$ cat src/rtl/pwm_pkg.sv
// pwm_pkg: shared widths, constants and the pin-mux helper for the PWM peripheral.
package pwm_pkg;
  localparam int PWM_CNT_W = 8;
  localparam logic [PWM_CNT_W-1:0] DUTY_FULL = 8'hFF;
  localparam int NUM_PINS = 16;
  localparam int PRESCALE_DEFAULT = 13;
  function automatic logic [NUM_PINS-1:0] pin_mux(
    input logic [NUM_PINS-1:0] en_out,
    input logic [NUM_PINS-1:0] en_pwm,
    input logic raw
  );
    return en_out & (~en_pwm | {NUM_PINS{raw}});
  endfunction
endpackage

$ cat src/rtl/pwm_prescaler.sv
// pwm_prescaler: divides clk by PRESCALE, tick is high in the last count of each cycle.
module pwm_prescaler
  import pwm_pkg::*;
#(
  parameter int PRESCALE = PRESCALE_DEFAULT
) (
  input  logic clk,
  input  logic rst_n,
  output logic tick
);
  localparam int W = PRESCALE > 1 ? $clog2(PRESCALE) : 1;
  logic [W-1:0] pre_cnt;
  assign tick = pre_cnt == W'(PRESCALE - 1);
  always_ff @(posedge clk or negedge rst_n)
    if (!rst_n) pre_cnt <= '0;
    else pre_cnt <= tick ? '0 : pre_cnt + 1'b1;
endmodule

$ cat src/rtl/pwm_peripheral.sv
// pwm_peripheral: 16 pins of static-high or shared-duty PWM drive from the SPI control registers.
// Define PWM_DUTY_SHADOW_EN to latch duty only at the period wrap.
module pwm_peripheral
  import pwm_pkg::*;
#(
  parameter int PRESCALE = PRESCALE_DEFAULT
) (
  input  logic                 clk,
  input  logic                 rst_n,
  input  logic [NUM_PINS-1:0]  en_out,
  input  logic [NUM_PINS-1:0]  en_pwm,
  input  logic [PWM_CNT_W-1:0] duty,
  output logic [NUM_PINS-1:0]  out,
  output logic                 period_start
);
  logic tick, wrap, pwm_raw;
  logic [PWM_CNT_W-1:0] pwm_cnt, duty_q;
  pwm_prescaler #(.PRESCALE(PRESCALE)) u_pre (.clk(clk), .rst_n(rst_n), .tick(tick));
  assign wrap = tick && pwm_cnt == '1;
  // Full scale is forced high so the pin never drops for the count where pwm_cnt==255.
  assign pwm_raw = duty_q == DUTY_FULL ? 1'b1 : pwm_cnt < duty_q;
  always_ff @(posedge clk or negedge rst_n)
    if (!rst_n) begin
      pwm_cnt      <= '0;
      duty_q       <= '0;
      out          <= '0;
      period_start <= 1'b0;
    end else begin
      pwm_cnt      <= tick ? pwm_cnt + 1'b1 : pwm_cnt;
`ifdef PWM_DUTY_SHADOW_EN
      duty_q       <= wrap ? duty : duty_q;
`else
      duty_q       <= duty;
`endif
      out          <= pin_mux(en_out, en_pwm, pwm_raw);
      period_start <= wrap;
    end
endmodule

$ cat config.mk
export PLATFORM = sky130hd
export DESIGN_NAME = pwm_peripheral
export DESIGN_NICKNAME = d
export VERILOG_FILES = /design/src/rtl/pwm_pkg.sv /design/src/rtl/pwm_prescaler.sv /design/src/rtl/pwm_peripheral.sv
export SDC_FILE = /design/constraint.sdc
export NUM_CORES = 1
export LEC_CHECK = 0
export ABC_CLOCK_PERIOD_IN_PS = 2400
export BUFFER_PORTS_ARGS = -buffer_cell sky130_fd_sc_hd__buf_2
export CORE_ASPECT_RATIO = 0.7
export CORE_MARGIN = 2
export CORE_UTILIZATION = 48
export DETAILED_ROUTE_END_ITERATION = 8
export PLACE_DENSITY_LB_ADDON = 0.3
export REMOVE_ABC_BUFFERS = 1
export SLEW_MARGIN = 20
export SYNTH_ARGS = -nofsm -noshare
export SYNTH_HDL_FRONTEND = slang
export SYNTH_SLANG_ARGS = --single-unit
$ cat constraint.sdc
create_clock -name clk -period 2.4 [get_ports clk]
set_clock_uncertainty 0.1 [all_clocks]
set_input_delay 0 -clock clk [delete_from_list [all_inputs] [get_ports clk]]
set_output_delay 0 -clock clk [all_outputs]
set_load 0.01 [all_outputs]
==> Word-level counts from Yosys, hierarchy flattened <==
Index checks and enable logic that the tools add are counted.
{ "op_classes": {"n_reduce_logical": 1, "n_bitwise": 3, "magnitude_cmp": 1, "n_addsub": 2, "eq_ne": 3, "muxes": 2} }
{ "op_table": {"columns": ["cell", "n"], "rows": [
  ["bitwise AND 16 bit", 1],
  ["equality test 8 bit, second input constant", 2],
  ["NOT 16 bit", 1],
  ["OR 16 bit", 1],
  ["adder 8 x 1 -> 8 bit, second input constant", 1],
  ["less-than comparator 8 bit", 1],
  ["adder 4 x 1 -> 4 bit, second input constant", 1],
  ["equality test 4 bit, second input constant", 1],
  ["two-way mux 4 bit", 1],
  ["logical AND 1 bit", 1],
  ["two-way mux 1 bit", 1]
]} }
{ "word_totals": {"regBits": 37, "in_bits": 42, "output_inout_bits": 17} }

==> Logic depth before layout (Yosys ltp) <==
Gate-level depths: netlist (run 1).
{ "depth": {"depth_word": 4, "ltp_mapped": 7, "depth_no_buf": 6} }

==> Hierarchy <==
A second synthesis (run 1) with hierarchy kept.
{ "hier_totals": {"cells_unflattened": 115, "hier_area_um2": 1569.0} }
{ "modules_own_cells": {"columns": ["module", "seq_area_each_um2", "cells_per_inst", "instances", "area_per_inst_um2"], "rows": [
  ["pwm_peripheral", 825.8, 96, 1, 1368.8],
  ["pwm_prescaler", 100.1, 19, 1, 200.2]
]} }

==> Worst setup path after synthesis (run 1) <==
Ideal clock, no wire load.
{ "synth_timing": {"path_type": "reg2reg", "from": "register pwm_cnt[6]", "to": "register out[10]", "synth_period_minus_slack_ns": 1.777, "n_path_buf": 1, "t_arrival_ns": 1.555, "setup_slack_ns": 0.623, "path_stages_with_launch": 7, "required_ns": 2.178, "setup_ns": 0.122, "cell_sequence": "dfrtp_1 ha_1 and4_1 o21ai_1 o32ai_4 buf_6 a21boi_2"} }
{ "synth_via": {"elab_chain_cells": 4} }
{ "synth_rtl": {"columns": ["element", "line_no", "source"], "rows": [
  ["start: declaration", "pwm_peripheral.sv:17", "logic [PWM_CNT_W-1:0] pwm_cnt, duty_q;"],
  ["start signal: assignment", "pwm_peripheral.sv:29", "pwm_cnt <= tick ? pwm_cnt + 1'b1 : pwm_cnt;"],
  ["less-than comparator 8 bit", "pwm_peripheral.sv:21", "assign pwm_raw = duty_q == DUTY_FULL ? 1'b1 : pwm_cnt < duty_q;"],
  ["two-way mux 1 bit", "pwm_peripheral.sv:21", null],
  ["OR 16 bit", "pwm_pkg.sv:12", "return en_out & (~en_pwm | {NUM_PINS{raw}});"],
  ["bitwise AND 16 bit", "pwm_pkg.sv:12", null],
  ["end signal: assignment", "pwm_peripheral.sv:35", "out <= pin_mux(en_out, en_pwm, pwm_raw);"],
  ["end: declaration", "pwm_peripheral.sv:13", "output logic [NUM_PINS-1:0] out,"]
]} }
No other way between the ends.
A chain may end at the register's enable or synchronous reset.

==> Worst setup path after layout (run 1) <==
{ "layout_timing": {"from": "register pwm_cnt[6]", "to": "register out[2]"} }
Same word-level chain as after synthesis.

==> flow_summary.ini, run 1 <==
[pwr]
ir_worst_vdd_uv = 421
leakage_nw = 1.19
power_density_nw_per_um2 = 519
power_mw = 1.24

[run_status]
status = completed

[route]
drtIter0Drc = 56
vias = 1228
wl_met1_mm = 1.56
drtAntennaViolNets = 0
drcViolationCount = 0
via_per_inst = 4.83
route.met2.wl_mm = 1.97
wl_per_cell_um = 14.9
top_layer = met4
first_pass_iters = 4
met3WireLength_um = 186
wl_mm = 3.78

[clock_tree]
clk_pin_slew_worst_paths_ns = 0.07
cts_tree = built
clk_latency_ns = 0.29
cts-resized-gates = 0
cts_buffers = 5
cts_buffer_depth = 2
cts_root_buf = clkbuf_8
htreeDepth = 2
cts.sinks = 37

[placed_design]
place.gp.congestion = 0.693
dp_hpwl_mm = 2.30
post-place-ws_ns = 0.408
placed_cells_incl_taps = 206
numPortBuffers = 58

[sta]
fmax_mhz = 497
rsz0062_at_grt = no
setup_slack_ns = 0.387
final_max_slew_viol_count = 0
hold_viol = 0
period_needed_ns = 2.01
slew_headroom = 0.474
min_period_over_period = 0.839
setup_tns_ns = 0
worstMarginPinSlew_ns = 0.789
setup_violations = 0

[floorplan]
rows = 17
io_pins = 59
start_util = 0.499
die_h_um = 51.7
core_um2 = 3130
die-area_um2 = 3730
die_x_um = 72.1

[worst_setup_path]
arrival_ns = 2.07
crit_path_start_kind = register
reg2reg_slack_ns = 0.39
critPathKind = register to register
cp_max_fo = 16
endpoint_kind = register
cp.required_ns = 2.45

[synthesis]
yosysSeqAreaShare = 0.594
synth.avg_cell_area_um2 = 14.0
syn_inst = 111
ys_types = 27
synth_edf_count = 0
synth_seq_cells = 37
netlist_area_um2 = 1560
synth-async-reset-ratio = 1.00
yosys_warnings = 0
synth_ff_type = dfrtp_1

[finish]
fin_nets = 268
synthToLayoutAreaGrowth_pct = 53.0
finalNonFillerCells = 254
drive_gt1_frac = 0.370
num_antenna_cells = 0
fillers = 186

[min_path]
hold_path_class = input pin to async pin

[global_route]
antenna_found_initial = 0
grt_max_degree = 38
grt_pass1_vias = 1278
grt_pass1_wl_mm = 6.04
grt_usage = 0.230
overflow = 0

[flow_run]
drv_cap = 0
-- report_power, final --
| part | total, mW | internal (mW) | switching, mW | leakage [nW] |
|---|---|---|---|---|
| Combinational | 0.153 | 0.0934 | 0.0593 | 0.703 |
| Clock | 0.433 | 0.228 | 0.206 | 0.0443 |
| Sequential | 0.653 | 0.644 | 0.00842 | 0.441 |
| Total | 1.24 | 0.965 | 0.273 | 1.19 |
-- state kept, by name (all words and copies together) (netlist names) --
name           count
out               16
duty_q             8
pwm_cnt            8
u_pre.pre_cnt      4
period_start       1
-- synth_stat cells, types with 2 or more instances --
library cell / instances / share of area
a21boi_0: 6 / 0.029
a21boi_2: 10 / 0.072
a21oi_1: 2 / 0.0064
and3_1: 3 / 0.012
and4_1: 2 / 0.011
dfrtp_1: 37 / 0.59
ha_1: 10 / 0.080
inv_1: 10 / 0.024
nand3_1: 3 / 0.0096
nand4_1: 2 / 0.0080
nor2_1: 4 / 0.0096
xnor2_1: 5 / 0.028
xor2_1: 3 / 0.017
-- worst paths after layout --
path                                        start                endpoint  depth (start not counted)
max reg2reg                pwm_cnt[6]$_DFFE_PN0P_        out[2]$_DFF_PN0_                          6
min                                         rst_n  pwm_cnt[6]$_DFFE_PN0P_                          2
max in group asynchronous                   rst_n        out[6]$_DFF_PN0_                          2
min reg2reg                pwm_cnt[6]$_DFFE_PN0P_  pwm_cnt[6]$_DFFE_PN0P_                          1
min in group clk                          duty[7]     duty_q[7]$_DFF_PN0_                          2
max                        pwm_cnt[6]$_DFFE_PN0P_        out[2]$_DFF_PN0_                          6
-- cells by family after synthesis --
group,Yosys count,share of synthesized area
AO/OA/AOI/OAI,26,0.171
XOR/XNOR,8,0.0449
adder cells (fa/ha/maj),10,0.0803
buffers and inverters,12,0.0345
flip-flops,37,0.594
multiplexers,1,0.00722
AND/OR/NAND/NOR,17,0.0682
-- placed cells by master (no fill, tap or decap), types with 2 or more instances in the layout --
cell type,instances
ha_1,10
clkbuf_8,6
inv_1,10
dfrtp_1,37
nor2_1,4
xor2_1,3
nand3_1,3
xnor2_1,5
dlygate4sd3_1,41
and3_1,3
buf_2,58
a21boi_0,6
a21boi_2,10
and4_1,2
a21oi_1,2
nand4_1,2
-- metal layers --
layer  vias up  global-route usage
li1        593                   -
met4         0              0.0975
met5         -                   0
met1       592               0.261
met3         4              0.0853
met2        39               0.393
-- worst max-delay path, cell delays in order, from the launching register on --
cell      delay (ns)
dfrtp_1         0.41
ha_1            0.33
and4_1          0.21
o21ai_1         0.11
o32ai_4         0.27
buf_4           0.29
a21boi_0        0.15
-- stage by stage --
step	util	hold WS (ns)	instance area (um^2)
2_1_floorplan	-	-0.396	1540
3_3_place_gp	0.604	0.00980	1890
3_5_place_dp	0.604	0.00990	1890
4_1_cts	0.763	0.244	2380
5_1_grt	0.763	0.247	2380
6_report	0.763	0.229	2380
-- timing repair --
item	4_1_cts	5_1_grt
endpoints found under the hold margin	61	0
endpoints found under the setup margin	0	0
hold buffers	41	0
setup buffers	0	0
-- final cells by class --
cell class	instances	area [um^2]	area share
Clock buffer	7	86.3	0.0362
Multi-Input combinational cell	62	579	0.243
Inverter	10	37.5	0.0157
Sequential cell	37	926	0.388
Tap cell	38	47.5	0.0199
Timing Repair Buffer	100	708	0.297
No activity file was read; power rests on OpenSTA's default activity.
==> run 2, diff against run 1 <==
--- a/config.mk
+++ b/config.mk
@@ -5,11 +5,11 @@
 export SDC_FILE = /design/constraint.sdc
 export NUM_CORES = 1
 export LEC_CHECK = 0
-export ABC_CLOCK_PERIOD_IN_PS = 2400
+export ABC_CLOCK_PERIOD_IN_PS = 1700
 export BUFFER_PORTS_ARGS = -buffer_cell sky130_fd_sc_hd__buf_2
 export CORE_ASPECT_RATIO = 0.7
 export CORE_MARGIN = 2
-export CORE_UTILIZATION = 48
+export CORE_UTILIZATION = 43
 export DETAILED_ROUTE_END_ITERATION = 8
 export PLACE_DENSITY_LB_ADDON = 0.3
 export REMOVE_ABC_BUFFERS = 1
==> constraint.sdc (replaced) <==
create_clock -name clk -period 1.7 [get_ports clk]
set_clock_uncertainty 0.1 [all_clocks]
set_input_delay 0 -clock clk [delete_from_list [all_inputs] [get_ports clk]]
set_output_delay 0 -clock clk [all_outputs]
set_load 0.01 [all_outputs]
==> run 2 against run 1 <==
The flow now finishes with violations (negative setup slack). Sequential share of layout area shrank 3.6 points. Design area grew 10%. Wire length grew 20%. Critical path depth grew 1. Die area grew 11%. Critical endpoint is now out[5]$_DFF_PN0_. Core utilization shrank 0.89 points. Highest routed layer unchanged.
==> flow_summary.ini, run 2 (synthesized netlist as in run 1, its figures left out) <==
[global_route]
grt_max_degree = 38
grt_usage = 0.236
antenna_found_initial = 0
grt_pass1_vias = 1420
overflow = 0
grt_pass1_wl_mm = 6.92

[route]
vias = 1341
drtAntennaViolNets = 0
drcViolationCount = 0
drtIter0Drc = 46
first_pass_iters = 4
via_per_inst = 4.72
wl_mm = 4.53
wl_per_cell_um = 16.0

[clock_tree]
cts_buffer_depth = 2
clk_pin_slew_worst_paths_ns = 0.07
htreeDepth = 2
cts_tree = built
cts.sinks = 37
cts_root_buf = clkbuf_8
clk_latency_ns = 0.29
cts_buffers = 5

[pwr]
seqPwrFrac = 0.489
ir_worst_vdd_uv = 588
switching_power_mw = 0.402
p_int_mw = 1.48
leakage_nw = 1.30
p_comb_frac = 0.129
switching_share = 0.213
power_density_nw_per_um2 = 716
clkPwrFrac = 0.382

[finish]
synthToLayoutAreaGrowth_pct = 68.8
fin_nets = 286
layout_commonest_cell = buf_2
finalNonFillerCells = 284
finalInstanceArea_um2 = 2630
final_util = 0.754
reg_top3 = out x16, duty_q x8, pwm_cnt x8
fillers = 208
layout_common_cells = 58 x buf_2, 41 x dlygate4sd3_1, 37 x dfrtp_1
drive_gt1_frac = 0.466
largest_reg_flops = 16
top_register = out
num_antenna_cells = 0

[floorplan]
die_x_um = 76.0
core_um2 = 3490
rows = 18
start_util = 0.447
die-area_um2 = 4130
die_h_um = 54.4
io_pins = 59

[worst_setup_path]
reg2reg_from = pwm_cnt[7]$_DFFE_PN0P_
crit_chain = ha_4 > and4_4 > o21ai_2 > o32ai_4 > buf_12 > buf_12 > a21boi_2
regToRegEndpoint = out[5]$_DFF_PN0_
cp_slowest_cell = dfrtp_1
cp_common_cell = buf_12
cpPeakStageDelay_ns = 0.43
cp.required_ns = 1.78
critPathKind = register to register
startpoint = pwm_cnt[7]$_DFFE_PN0P_
cp_max_fo = 7
r2r_cells = 7
arrival_ns = 1.97
crit_path_start_kind = register
endpoint_kind = register
reg2reg_slack_ns = -0.19

[sta]
fmax_mhz = 529
slew_headroom = 0.473
worstMarginPinSlew_ns = 0.790
setup_tns_ns = -1.94
rsz0062_at_grt = yes
hold_viol = 0
setup_slack_ns = -0.190
final_max_slew_viol_count = 0
period_needed_ns = 1.89
setup_violations = 16
min_period_over_period = 1.11

[run_status]
violations = negative setup slack
status = complete, but fails checks

[placed_design]
place.gp.congestion = 0.707
post-place-ws_ns = -0.542
dp_hpwl_mm = 2.46
dpl_cell_area_um2 = 2010
numPortBuffers = 58
placed_cells_incl_taps = 232

[flow_run]
drv_cap = 0

[min_path]
hold_path_class = input pin to async pin
run 2: metrics by stage:
stage               power [mW]  hold slack (ns)
finish                    1.89            0.232
global route              1.96            0.254
CTS                       1.89           -0.122
detailed placement        1.08          0.00943
global placement          1.08          0.00884
floorplan                0.984           -0.396
run 2: area by class of cell:
cell class / instances / area (um^2) / share of cell area
Clock buffer: 5 / 68.8 / 0.0262
Clock inverter: 2 / 35.0 / 0.0133
Inverter: 10 / 37.5 / 0.0143
Multi-Input combinational cell: 62 / 629 / 0.239
Sequential cell: 37 / 926 / 0.352
Tap cell: 50 / 62.6 / 0.0238
Timing Repair Buffer: 118 / 872 / 0.331
run 2: power groups by stage:
stage	clock (mW)	sequential, mW	combinational [mW]
detailed placement	0	0.937	0.148
finish	0.720	0.922	0.243
global placement	0	0.936	0.142
CTS	0.739	0.920	0.233
global route	0.770	0.923	0.262
floorplan	0	0.947	0.0366
run 2: worst max-delay path by stage:
stage | end | slack [ns] | depth (start not counted)
after floorplan | out[0]$_DFF_PN0_ | -0.31 | 5
after CTS | out[7]$_DFF_PN0_ | -0.17 | 7
after detailed placement | out[4]$_DFF_PN0_ | -0.54 | 6
final | out[5]$_DFF_PN0_ | -0.19 | 7
after global routing | out[5]$_DFF_PN0_ | -0.23 | 9
after global placement | out[1]$_DFF_PN0_ | -0.42 | 5
run 2: layer usage:
| layer | GRT usage | wire (um) | vias up |
|---|---|---|---|
| met4 | 0.0879 | 72 | 0 |
| met2 | 0.442 | 2350 | 51 |
| met5 | 0 | 0 | - |
| met1 | 0.256 | 1800 | 656 |
| met3 | 0.0858 | 308 | 7 |
| li1 | - | - | 627 |
run 2: repair_timing:
item / CTS / global route
setup endpoints to repair: 16 / 16
gates cloned: 1 / 0
gates resized for setup: 16 / 2
hold buffers: 40 / 1
endpoints found under the hold margin: 61 / 1
pin swaps: 18 / 2
buffers inserted: 4 / 0
run 2: critical path, delay by kind of cell, from the launching register on:
family,cells,cell delay [ns]
AOI/OAI and AO/OA,3,0.44
DFF,1,0.43
and+or+nand+nor,1,0.22
buffers and inverters,2,0.28
adders and majority gates,1,0.30
==> run 3, diff against run 2 <==
--- a/config.mk
+++ b/config.mk
@@ -6,11 +6,11 @@
 export NUM_CORES = 1
 export LEC_CHECK = 0
 export ABC_CLOCK_PERIOD_IN_PS = 1700
-export BUFFER_PORTS_ARGS = -buffer_cell sky130_fd_sc_hd__buf_2
 export CORE_ASPECT_RATIO = 0.7
 export CORE_MARGIN = 2
-export CORE_UTILIZATION = 43
+export CORE_UTILIZATION = 55
 export DETAILED_ROUTE_END_ITERATION = 8
+export DONT_BUFFER_PORTS = 1
 export PLACE_DENSITY_LB_ADDON = 0.3
 export REMOVE_ABC_BUFFERS = 1
 export SLEW_MARGIN = 20
==> run 3 against run 2 <==
The run still ends with negative setup slack left. Wire length shrank 0.18%. Setup slack gained 0.077 ns. Sequential share of layout area grew 3.9 points. Critical path depth shrank 1. Global-route usage grew 6.1 points. Power shrank 4.4%. Non-clock buffer count shrank 57. Die area shrank 21%. Highest routed layer unchanged. Register-to-register slack gained 0.08 ns. Via count shrank 12%. Core utilization grew 11 points.
==> flow_summary.ini, run 3 (synthesized netlist as in run 1, its figures left out) <==
[sta]
final_max_slew_viol_count = 0
min_period_over_period = 1.07
setup_violations = 17
setup_tns_ns = -1.59
whs_ns = 0.0814
slew_headroom = 0.761
rsz0062_at_grt = yes
hold_viol = 0
setup_slack_ns = -0.113
worstMarginPinSlew_ns = 0.359
fmax_mhz = 552
period_needed_ns = 1.81

[route]
drtIter0Drc = 101
route.met2.wl_mm = 2.49
first_pass_iters = 4
top_layer = met4
wl_per_cell_um = 21.0
via_per_inst = 5.48
met3WireLength_um = 256
wl_met1_mm = 1.69
drcViolationCount = 0
vias = 1178
drtAntennaViolNets = 0
wl_mm = 4.52

[worst_setup_path]
crit_path_start_kind = register
cp_max_fo = 8
reg2reg_from = pwm_cnt[6]$_DFFE_PN0P_
arrival_ns = 1.89
endpoint_kind = register
cp.required_ns = 1.78
critPathKind = register to register
startpoint = pwm_cnt[6]$_DFFE_PN0P_

[min_path]
hold_path_class = input pin to async pin

[pwr]
power_density_nw_per_um2 = 761
leakage_nw = 1.08
ir_worst_vdd_uv = 715

[clock_tree]
cts_buffer_depth = 2
clk_latency_ns = 0.30
cts_tree = built
cts_root_buf = clkbuf_8
htreeDepth = 2
cts.sinks = 37
cts_buffers = 5
clk_pin_slew_worst_paths_ns = 0.08

[finish]
reg_top3 = out x16, duty_q x8, pwm_cnt x8
synthToLayoutAreaGrowth_pct = 51.8
fin_nets = 229
layout_commonest_cell = dlygate4sd3_1
drive_gt1_frac = 0.348
top_register = out
finalNonFillerCells = 215
seqCellArea_um2 = 926
multiInputGateArea_um2 = 674
layout_common_cells = 41 x dlygate4sd3_1, 37 x dfrtp_1, 17 x buf_4
fillers = 128
largest_reg_flops = 16

[floorplan]
start_util = 0.568
die-area_um2 = 3280
die_x_um = 67.6
core_um2 = 2740
die_h_um = 48.5
rows = 16
io_pins = 59

[global_route]
grt_pass1_wl_mm = 6.70
grt_usage = 0.296
overflow = 0
grt_max_degree = 38
antenna_found_initial = 1
grt_pass1_vias = 1322

[placed_design]
placed_cells_incl_taps = 158
place.gp.congestion = 0.803
dp_hpwl_mm = 2.25
numPortBuffers = 0

[run_status]
violations = negative setup slack
status = complete, but fails checks

[flow_run]
drv_cap = 0
[run 3: worst paths after layout]
path / cells after the start / endpoint / slack (ns)
max: 6 / out[5]$_DFF_PN0_ / -0.11
min: 2 / out[15]$_DFF_PN0_ / 0.08
max reg2reg: 6 / out[5]$_DFF_PN0_ / -0.11
min reg2reg: 1 / u_pre.pre_cnt[3]$_DFF_PN0_ / 0.38
max in group asynchronous: 2 / out[0]$_DFF_PN0_ / 1.24
min in group clk: 1 / duty_q[6]$_DFF_PN0_ / 0.15
[run 3: layout make-up]
class,count,share of cell area
antenna,1,0.00106
clock buffer,7,0.0407
inverter,10,0.0159
timing repair buffer,61,0.245
sequential,37,0.391
multi-input combinational,62,0.285
clock inverter,1,0.00211
tap,36,0.0190
[run 3: timing repair]
item	CTS	global route
endpoints found under the setup margin	16	19
gates cloned	1	0
resized for setup	16	13
hold buffers	42	0
setup buffers	3	4
pin swaps	17	7
hold endpoints to repair	61	0
[run 3: per-stage QoR]
stage | cell area, um^2 | setup slack (ns) | util | total power [mW]
detailed placement | 1700 | -0.235 | 0.619 | 1.00
finish | 2370 | -0.113 | 0.863 | 1.80
global route | 2370 | -0.170 | 0.863 | 1.87
floorplan | 1540 | -0.311 | - | 0.984
CTS | 2320 | -0.150 | 0.845 | 1.77
global placement | 1700 | -0.0802 | 0.619 | 0.999
[run 3: routing by layer]
layer  track usage  vias to the layer above
li1              -                      519
met1         0.338                      599
met2         0.502                       50
met3         0.112                       10
met4         0.105                        0
met5             0                        -
[run 3: report_power, final]
| part | internal [mW] | switching (mW) |
|---|---|---|
| Clock | 0.366 | 0.318 |
| Sequential | 0.909 | 0.0289 |
| Combinational | 0.111 | 0.0676 |
[run 3: worst max-delay path, stage by stage (launching register included)]
cell and delay [ns]:
dfrtp_1 0.41, ha_4 0.30, and4_4 0.23, o21ai_2 0.07
o32ai_4 0.30, buf_6 0.21, a21boi_2 0.07
